### src/rtl/mul_div_seq_if.sv
// Control bundle between the multiply/divide sequencer and the EBOX data path.
interface mul_div_seq_if;
  logic       start;
  logic       opDiv;
  logic       MQ34;
  logic       MQ35;
  logic       ADcarryM2;
  logic [6:0] adFunc;
  logic       adaEn;
  logic [1:0] adaSel;
  logic [1:0] adbSel;
  logic [2:0] arlSel;
  logic [2:0] arrSel;
  logic       arLoad;
  logic [2:0] arxSel;
  logic       arxLoad;
  logic [1:0] mqSel;
  logic [1:0] mqmSel;
  logic       mqmEn;
  logic       busy;
  logic       done;
  logic       divOverflow;
  logic [5:0] stepCnt;

  modport master (
    output start, opDiv, MQ34, MQ35, ADcarryM2,
    input  adFunc, adaEn, adaSel, adbSel, arlSel, arrSel, arLoad, arxSel, arxLoad,
           mqSel, mqmSel, mqmEn, busy, done, divOverflow, stepCnt
  );

  modport slave (
    input  start, opDiv, MQ34, MQ35, ADcarryM2,
    output adFunc, adaEn, adaSel, adbSel, arlSel, arrSel, arLoad, arxSel, arxLoad,
           mqSel, mqmSel, mqmEn, busy, done, divOverflow, stepCnt
  );
endinterface

### src/rtl/mul_div_seq.sv
// Radix-4 Booth multiply / non-restoring divide step sequencer for the EBOX data path.
module mul_div_seq #(
  parameter int unsigned MUL_STEPS = 18,
  parameter int unsigned DIV_STEPS = 36
) (
  input  logic          eboxClk,
  input  logic          eboxReset_n,
  mul_div_seq_if.slave  ctl
);

  localparam int unsigned CNT_W = 6;

  localparam logic [6:0] AD_A     = 7'o37;
  localparam logic [6:0] AD_APB   = 7'o06;
  localparam logic [6:0] AD_AMB   = 7'o51;
  localparam logic [6:0] AD_ZERO  = 7'o34;
  localparam logic [1:0] ADB_BR2  = 2'b01;
  localparam logic [1:0] ADB_BR   = 2'b10;
  localparam logic [2:0] SEL_AD   = 3'b010;
  localparam logic [2:0] SEL_AD2  = 3'b101;
  localparam logic [2:0] SEL_AD4  = 3'b111;
  localparam logic [1:0] MQ_LOAD  = 2'b00;
  localparam logic [1:0] MQ_SHL   = 2'b01;
  localparam logic [1:0] MQ_HOLD  = 2'b11;

  typedef enum logic [2:0] {
    S_IDLE,
    S_SETUP,
    S_MSTEP,
    S_DSTEP,
    S_DFIX,
    S_DONE
  } state_e;

  state_e             state_q, state_d;
  logic [CNT_W-1:0]   step_cnt_q, step_cnt_d;
  logic               cbit_q, cbit_d;
  logic               qbit_q, qbit_d;
  logic               op_div_q, op_div_d;
  logic               div_ovf_q, div_ovf_d;

  // State and datapath-sequencing registers.
  always_ff @(posedge eboxClk or negedge eboxReset_n) begin
    if (!eboxReset_n) begin
      state_q    <= S_IDLE;
      step_cnt_q <= '0;
      cbit_q     <= 1'b0;
      qbit_q     <= 1'b0;
      op_div_q   <= 1'b0;
      div_ovf_q  <= 1'b0;
    end else begin
      state_q    <= state_d;
      step_cnt_q <= step_cnt_d;
      cbit_q     <= cbit_d;
      qbit_q     <= qbit_d;
      op_div_q   <= op_div_d;
      div_ovf_q  <= div_ovf_d;
    end
  end

  // Next-state and data-path control decode; idle codes are the defaults.
  always_comb begin
    state_d        = state_q;
    step_cnt_d     = step_cnt_q;
    cbit_d         = cbit_q;
    qbit_d         = qbit_q;
    op_div_d       = op_div_q;
    div_ovf_d      = div_ovf_q;

    ctl.adFunc     = AD_A;
    ctl.adaEn      = 1'b0;
    ctl.adaSel     = 2'b00;
    ctl.adbSel     = ADB_BR;
    ctl.arlSel     = SEL_AD;
    ctl.arrSel     = SEL_AD;
    ctl.arLoad     = 1'b0;
    ctl.arxSel     = SEL_AD;
    ctl.arxLoad    = 1'b0;
    ctl.mqSel      = MQ_HOLD;
    ctl.mqmSel     = 2'b00;
    ctl.mqmEn      = 1'b0;
    ctl.busy       = (state_q != S_IDLE);
    ctl.done       = 1'b0;
    ctl.divOverflow = div_ovf_q;
    ctl.stepCnt    = step_cnt_q;

    case (state_q)
      S_IDLE: begin
        if (ctl.start) begin
          op_div_d  = ctl.opDiv;
          div_ovf_d = 1'b0;
          state_d   = S_SETUP;
        end
      end

      S_SETUP: begin
        if (!op_div_q) begin
          // Clear AR so the Booth accumulation starts from zero.
          ctl.adFunc = AD_ZERO;
          ctl.arLoad = 1'b1;
          cbit_d     = 1'b0;
          step_cnt_d = CNT_W'(MUL_STEPS);
          state_d    = S_MSTEP;
        end else begin
          // Trial subtract only: a carry means the quotient cannot fit.
          ctl.adaEn  = 1'b1;
          ctl.adbSel = ADB_BR;
          ctl.adFunc = AD_AMB;
          if (ctl.ADcarryM2) begin
            div_ovf_d = 1'b1;
            state_d   = S_DONE;
          end else begin
            step_cnt_d = CNT_W'(DIV_STEPS);
            qbit_d     = 1'b1;
            state_d    = S_DSTEP;
          end
        end
      end

      S_MSTEP: begin
        case ({ctl.MQ34, ctl.MQ35, cbit_q})
          3'b001, 3'b010: begin ctl.adFunc = AD_APB; ctl.adbSel = ADB_BR;  end
          3'b011:         begin ctl.adFunc = AD_APB; ctl.adbSel = ADB_BR2; end
          3'b100:         begin ctl.adFunc = AD_AMB; ctl.adbSel = ADB_BR2; end
          3'b101, 3'b110: begin ctl.adFunc = AD_AMB; ctl.adbSel = ADB_BR;  end
          default:        begin ctl.adFunc = AD_A;   ctl.adbSel = ADB_BR;  end
        endcase
        ctl.adaEn  = 1'b1;
        ctl.arLoad = 1'b1;
        ctl.arlSel = SEL_AD4;
        ctl.arrSel = SEL_AD4;
        ctl.mqSel  = MQ_LOAD;
        ctl.mqmEn  = 1'b1;
        cbit_d     = ctl.MQ34;
        step_cnt_d = step_cnt_q - CNT_W'(1);
        if (step_cnt_q == CNT_W'(1)) begin
          state_d = S_DONE;
        end
      end

      S_DSTEP: begin
        ctl.adFunc = qbit_q ? AD_AMB : AD_APB;
        ctl.adbSel = ADB_BR;
        ctl.adaEn  = 1'b1;
        ctl.arLoad = 1'b1;
        ctl.mqSel  = MQ_SHL;
        qbit_d     = ctl.ADcarryM2;
        step_cnt_d = step_cnt_q - CNT_W'(1);
        if (step_cnt_q == CNT_W'(1)) begin
          // Last step keeps the remainder unshifted.
          state_d = S_DFIX;
        end else begin
          ctl.arlSel  = SEL_AD2;
          ctl.arrSel  = SEL_AD2;
          ctl.arxSel  = SEL_AD2;
          ctl.arxLoad = 1'b1;
        end
      end

      S_DFIX: begin
        // A negative partial remainder is restored by adding BR back.
        if (!qbit_q) begin
          ctl.adaEn  = 1'b1;
          ctl.adFunc = AD_APB;
          ctl.adbSel = ADB_BR;
          ctl.arLoad = 1'b1;
        end
        state_d = S_DONE;
      end

      S_DONE: begin
        ctl.done = 1'b1;
        state_d  = S_IDLE;
      end

      default: begin
        state_d = S_IDLE;
      end
    endcase
  end

endmodule

### src/flat_wrapper.sv
// flat-port wrapper written by rule: the top's interface ports become plain ports
module mul_div_seq_flat 
#(
  parameter int unsigned MUL_STEPS = 18,
  parameter int unsigned DIV_STEPS = 36
)
  (eboxClk, eboxReset_n, ctl_start, ctl_opDiv, ctl_MQ34, ctl_MQ35, ctl_ADcarryM2, ctl_adFunc, ctl_adaEn, ctl_adaSel, ctl_adbSel, ctl_arlSel, ctl_arrSel, ctl_arLoad, ctl_arxSel, ctl_arxLoad, ctl_mqSel, ctl_mqmSel, ctl_mqmEn, ctl_busy, ctl_done, ctl_divOverflow, ctl_stepCnt);
  mul_div_seq_if ctl_i ();
  input  logic eboxClk;
  input  logic eboxReset_n;
  input wire logic [$bits(ctl_i.start)-1:0] ctl_start;
  input wire logic [$bits(ctl_i.opDiv)-1:0] ctl_opDiv;
  input wire logic [$bits(ctl_i.MQ34)-1:0] ctl_MQ34;
  input wire logic [$bits(ctl_i.MQ35)-1:0] ctl_MQ35;
  input wire logic [$bits(ctl_i.ADcarryM2)-1:0] ctl_ADcarryM2;
  output wire logic [$bits(ctl_i.adFunc)-1:0] ctl_adFunc;
  output wire logic [$bits(ctl_i.adaEn)-1:0] ctl_adaEn;
  output wire logic [$bits(ctl_i.adaSel)-1:0] ctl_adaSel;
  output wire logic [$bits(ctl_i.adbSel)-1:0] ctl_adbSel;
  output wire logic [$bits(ctl_i.arlSel)-1:0] ctl_arlSel;
  output wire logic [$bits(ctl_i.arrSel)-1:0] ctl_arrSel;
  output wire logic [$bits(ctl_i.arLoad)-1:0] ctl_arLoad;
  output wire logic [$bits(ctl_i.arxSel)-1:0] ctl_arxSel;
  output wire logic [$bits(ctl_i.arxLoad)-1:0] ctl_arxLoad;
  output wire logic [$bits(ctl_i.mqSel)-1:0] ctl_mqSel;
  output wire logic [$bits(ctl_i.mqmSel)-1:0] ctl_mqmSel;
  output wire logic [$bits(ctl_i.mqmEn)-1:0] ctl_mqmEn;
  output wire logic [$bits(ctl_i.busy)-1:0] ctl_busy;
  output wire logic [$bits(ctl_i.done)-1:0] ctl_done;
  output wire logic [$bits(ctl_i.divOverflow)-1:0] ctl_divOverflow;
  output wire logic [$bits(ctl_i.stepCnt)-1:0] ctl_stepCnt;
  assign ctl_i.start = ctl_start;
  assign ctl_i.opDiv = ctl_opDiv;
  assign ctl_i.MQ34 = ctl_MQ34;
  assign ctl_i.MQ35 = ctl_MQ35;
  assign ctl_i.ADcarryM2 = ctl_ADcarryM2;
  assign ctl_adFunc = ctl_i.adFunc;
  assign ctl_adaEn = ctl_i.adaEn;
  assign ctl_adaSel = ctl_i.adaSel;
  assign ctl_adbSel = ctl_i.adbSel;
  assign ctl_arlSel = ctl_i.arlSel;
  assign ctl_arrSel = ctl_i.arrSel;
  assign ctl_arLoad = ctl_i.arLoad;
  assign ctl_arxSel = ctl_i.arxSel;
  assign ctl_arxLoad = ctl_i.arxLoad;
  assign ctl_mqSel = ctl_i.mqSel;
  assign ctl_mqmSel = ctl_i.mqmSel;
  assign ctl_mqmEn = ctl_i.mqmEn;
  assign ctl_busy = ctl_i.busy;
  assign ctl_done = ctl_i.done;
  assign ctl_divOverflow = ctl_i.divOverflow;
  assign ctl_stepCnt = ctl_i.stepCnt;
  mul_div_seq #(.MUL_STEPS(MUL_STEPS), .DIV_STEPS(DIV_STEPS)) u_core (.eboxClk(eboxClk), .eboxReset_n(eboxReset_n), .ctl(ctl_i));
endmodule
### config.mk
export PLATFORM = sky130hd
export DESIGN_NAME = mul_div_seq_flat
export DESIGN_NICKNAME = d
export VERILOG_FILES = /design/src/rtl/mul_div_seq_if.sv /design/src/rtl/mul_div_seq.sv /design/src/flat_wrapper.sv
export SDC_FILE = /design/constraint.sdc
export NUM_CORES = 1
export LEC_CHECK = 0
export ABC_AREA = 1
export CORE_MARGIN = 2
export CORE_UTILIZATION = 38
export DETAILED_ROUTE_END_ITERATION = 10
export GPL_TIMING_DRIVEN = 0
export HOLD_SLACK_MARGIN = 0.12
export PLACE_DENSITY_LB_ADDON = 0.12
export SYNTH_ARGS = -nofsm -noshare
export SYNTH_HDL_FRONTEND = slang
export SYNTH_SLANG_ARGS = --single-unit
export TNS_END_PERCENT = 5
### constraint.sdc
create_clock -name eboxClk -period 1.1 [get_ports eboxClk]
set_input_delay 0.11 -clock eboxClk [delete_from_list [all_inputs] [get_ports eboxClk]]
set_output_delay 0.11 -clock eboxClk [all_outputs]
set_load 0.02 [all_outputs]
==> qor.log <==
INFO  timing         final.setup_skew=0.00194ns
INFO  route          viasPerCell=5.04
INFO  synth          synthDominantAreaCellType=dfrtp_1
INFO  route          drt-initial-drc-count=35
INFO  synth          synthDistinctLibCells=20
INFO  clock_network  tritoncts.num_buffers=3
INFO  route          drc=0
INFO  power          power.total=0.924mW
INFO  timing         hold_viol=0
INFO  synth          yosys_register_bits=13
INFO  worst_setup_path regToRegStartpoint=u_core.state_q[1]
INFO  timing         finalCriticalPeriod=1.64ns
INFO  clock_network  clk-insertion-delay-late=0.29ns
INFO  worst_hold_path holdCritPathClass=input port to async pin
INFO  power          powerDensity=489nW/um^2
INFO  clock_network  htree_num_levels=1
INFO  timing         worstMarginPinSlew=0.647ns
INFO  timing         timing.fmax=609MHz
INFO  cells_and_area final_core_util=0.756
INFO  worst_setup_path setup.worst_path.start_class=register
INFO  cells_and_area area.growth.synth_to_final=86.4%
INFO  synth          yosysWarningCount=0
INFO  worst_setup_path worst-path-max-fanout=5
INFO  floorplanning  chipHeight=55.6um
INFO  route          wl_per_cell=14.2um
INFO  place          place_congestion=0.967
INFO  run_status     failing_checks=setup timing
INFO  place          place_inst=229
INFO  route          postRouteAntennaNets=0
INFO  worst_setup_path worst-endpoint-arrival=1.53ns
INFO  power          vdd_drop_max=653uV
INFO  cells_and_area nets=242
INFO  synth          yosysTopAreaCellShare=0.321
INFO  worst_setup_path cp-end-kind=output pin
INFO  timing         relSlewSlack=0.567
INFO  run_status     status=complete, but fails checks
INFO  cells_and_area final_cell_area=1890um^2
INFO  clock_network  clock_sink_count=13
INFO  global_route   antenna_found_initial=0
INFO  timing         worst_hold_slack=0.208ns
INFO  cells_and_area layout-drive-gt1-share=0.547
INFO  global_route   wire_length_of_the_first_global_routing_pass=5260um
INFO  synth          post_synth.cell_area_avg=6.46um^2
INFO  place          dpl_cell_area=1480um^2
INFO  run            max-cap-violations=0
INFO  worst_setup_path r2r_end=u_core.state_q[0]
INFO  worst_setup_path timing.critical_path.required=0.99ns
INFO  route          route.final.wire_length=3720um
INFO  synth          synth_area=1010um^2
INFO  global_route   grt_pass1_vias=1,198
INFO  clock_network  cts_tree=built
INFO  synth          ys_seq_area_frac=0.321
INFO  floorplanning  die_width=55.6um
INFO  timing         final_critical_path_setup_slack=-0.543ns
INFO  clock_network  cts-root-to-sink-buffers=2
INFO  route          drtPass1Iterations=4
INFO  timing         setup_violations=38
INFO  global_route   gr-usage-all-layers=0.209
INFO  timing         maxSlewViolCount=0
INFO  floorplanning  design.portCount=44
INFO  clock_network  worst_setup_hold_path_clk_slew=0.09ns
INFO  cells_and_area layout_common_cells=buf_4 (40), nand2_1 (31), buf_6 (22), inv_1 (17), nor2_1 (12)
INFO  worst_setup_path criticalPathCategory=register to output pin
INFO  clock_network  cts_hold_repair.buffers=0
INFO  floorplanning  coreArea=2500um^2
INFO  cells_and_area layout_cells_excl_fill=262
INFO  floorplanning  die_area=3100um^2
INFO  route          detailroute.via_count=1,320
INFO  cells_and_area diodes=0
INFO  worst_setup_path r2r_slack=-0.30ns
INFO  global_route   overflow_left_after_global_routing=0
INFO  synth          post_synth_inst_count=157
INFO  cells_and_area layout.cells.most_common=buf_4
INFO  clock_network  clockRootBuffer=clkbuf_4
INFO  timing         setup_repair_after_global_routing_missed_its_margin=yes
INFO  place          port-buffer-count=38
INFO  global_route   grt_start_max_net_pins=14
INFO  place          detailedPlace.worstSlack=-0.818ns
INFO  timing         fin_crit_sh=1.49
INFO  place          dp_hpwl=1990um
INFO  floorplanning  rows=18
INFO  worst_setup_path logic_depth_of_the_worst_register_to_register_path=8
INFO  synth          synth_area_leaders=dfrtp_1 (32%), nand2_1 (16%), inv_1 (8.9%), buf_4 (8.1%), nand3_1 (7.4%)
INFO  timing         final.setup.tns=-13.70ns
INFO  floorplanning  floorplan.initialDensity=0.405
INFO  power          leakage=0.990nW
==> layer usage <==
layer  GRT usage  routed length, um  part of all wire
met1       0.235               1440              0.39
met3      0.0512                243             0.065
met5           0                  0                 0
met4      0.0488                164             0.044
met2       0.393               1870              0.50
==> worst max-delay path, stage by stage, from the launching register on <==
cell	delay [ns]
dfrtp_2	0.48
inv_4	0.12
buf_6	0.12
nand2_4	0.07
o21ai_2	0.08
o211ai_1	0.17
buf_4	0.20
==> area by class of cell <==
class	instances	area, um^2
clock buffer	4	26.3
tap	30	37.5
timing repair buffer	67	581
sequential	13	334
inverter	28	113
fill	183	611
multi-input combinational	109	712
buffer	11	86.3
==> how the worst max path moves through the flow <==
stage	cells past startpoint	slack (ns)	endpoint	startpoint
after global routing	8	-0.60	ctl_adFunc[0]	u_core.state_q[1]
after CTS	5	-0.46	ctl_adFunc[2]	u_core.state_q[1]
after global placement	6	-0.80	ctl_adaEn	u_core.state_q[0]
after floorplan	5	-0.34	ctl_adFunc[5]	u_core.state_q[1]
after detailed placement	6	-0.82	ctl_adFunc[0]	u_core.state_q[0]
final	6	-0.54	ctl_adFunc[2]	u_core.state_q[2]
==> cell usage after synthesis <==
library cell,count
nand2_1,42
inv_1,24
nor2_1,18
nand3_1,15
dfrtp_1,13
o21ai_0,12
buf_4,11
inv_2,4
a21oi_1,3
ha_1,2
nor2_4,2
o211ai_1,2
o21bai_1,2
conb_1,1
nand2_2,1
nand2_4,1
nand4_1,1
nor2_2,1
o21ai_1,1
xor2_1,1
==> kinds of logic (layout without fill, tap and decap cells) <==
| logic type | after synthesis | in the layout | share of synthesized area |
|---|---|---|---|
| fa+ha+maj | 2 | 2 | 0.0247 |
| other cells | 1 | 5 | 0.00370 |
| simple gates | 81 | 81 | 0.348 |
| xor+xnor | 1 | 1 | 0.00864 |
| compound gates | 20 | 20 | 0.109 |
| flops | 13 | 13 | 0.321 |
| buf+inv | 39 | 110 | 0.185 |
==> flip-flops by register name, summed over array words and instances (netlist names) <==
name / cells
u_core.ctl.stepCnt: 6
u_core.state_q: 3
u_core.cbit_q: 1
u_core.ctl.divOverflow: 1
u_core.op_div_q: 1
u_core.qbit_q: 1
==> power breakdown <==
part / internal [mW] / switching [mW] / leakage [nW]
clock network: 0.141 / 0.183 / 0.0150
logic: 0.0516 / 0.0663 / 0.827
registers: 0.479 / 0.00244 / 0.147
==> timing repair <==
item	in CTS	in global routing
setup endpoints to repair	45	43
gates cloned	0	0
pin swaps	14	10
resized for setup	183	44
buffers inserted	22	7
(Power assumes the default switching activity.)
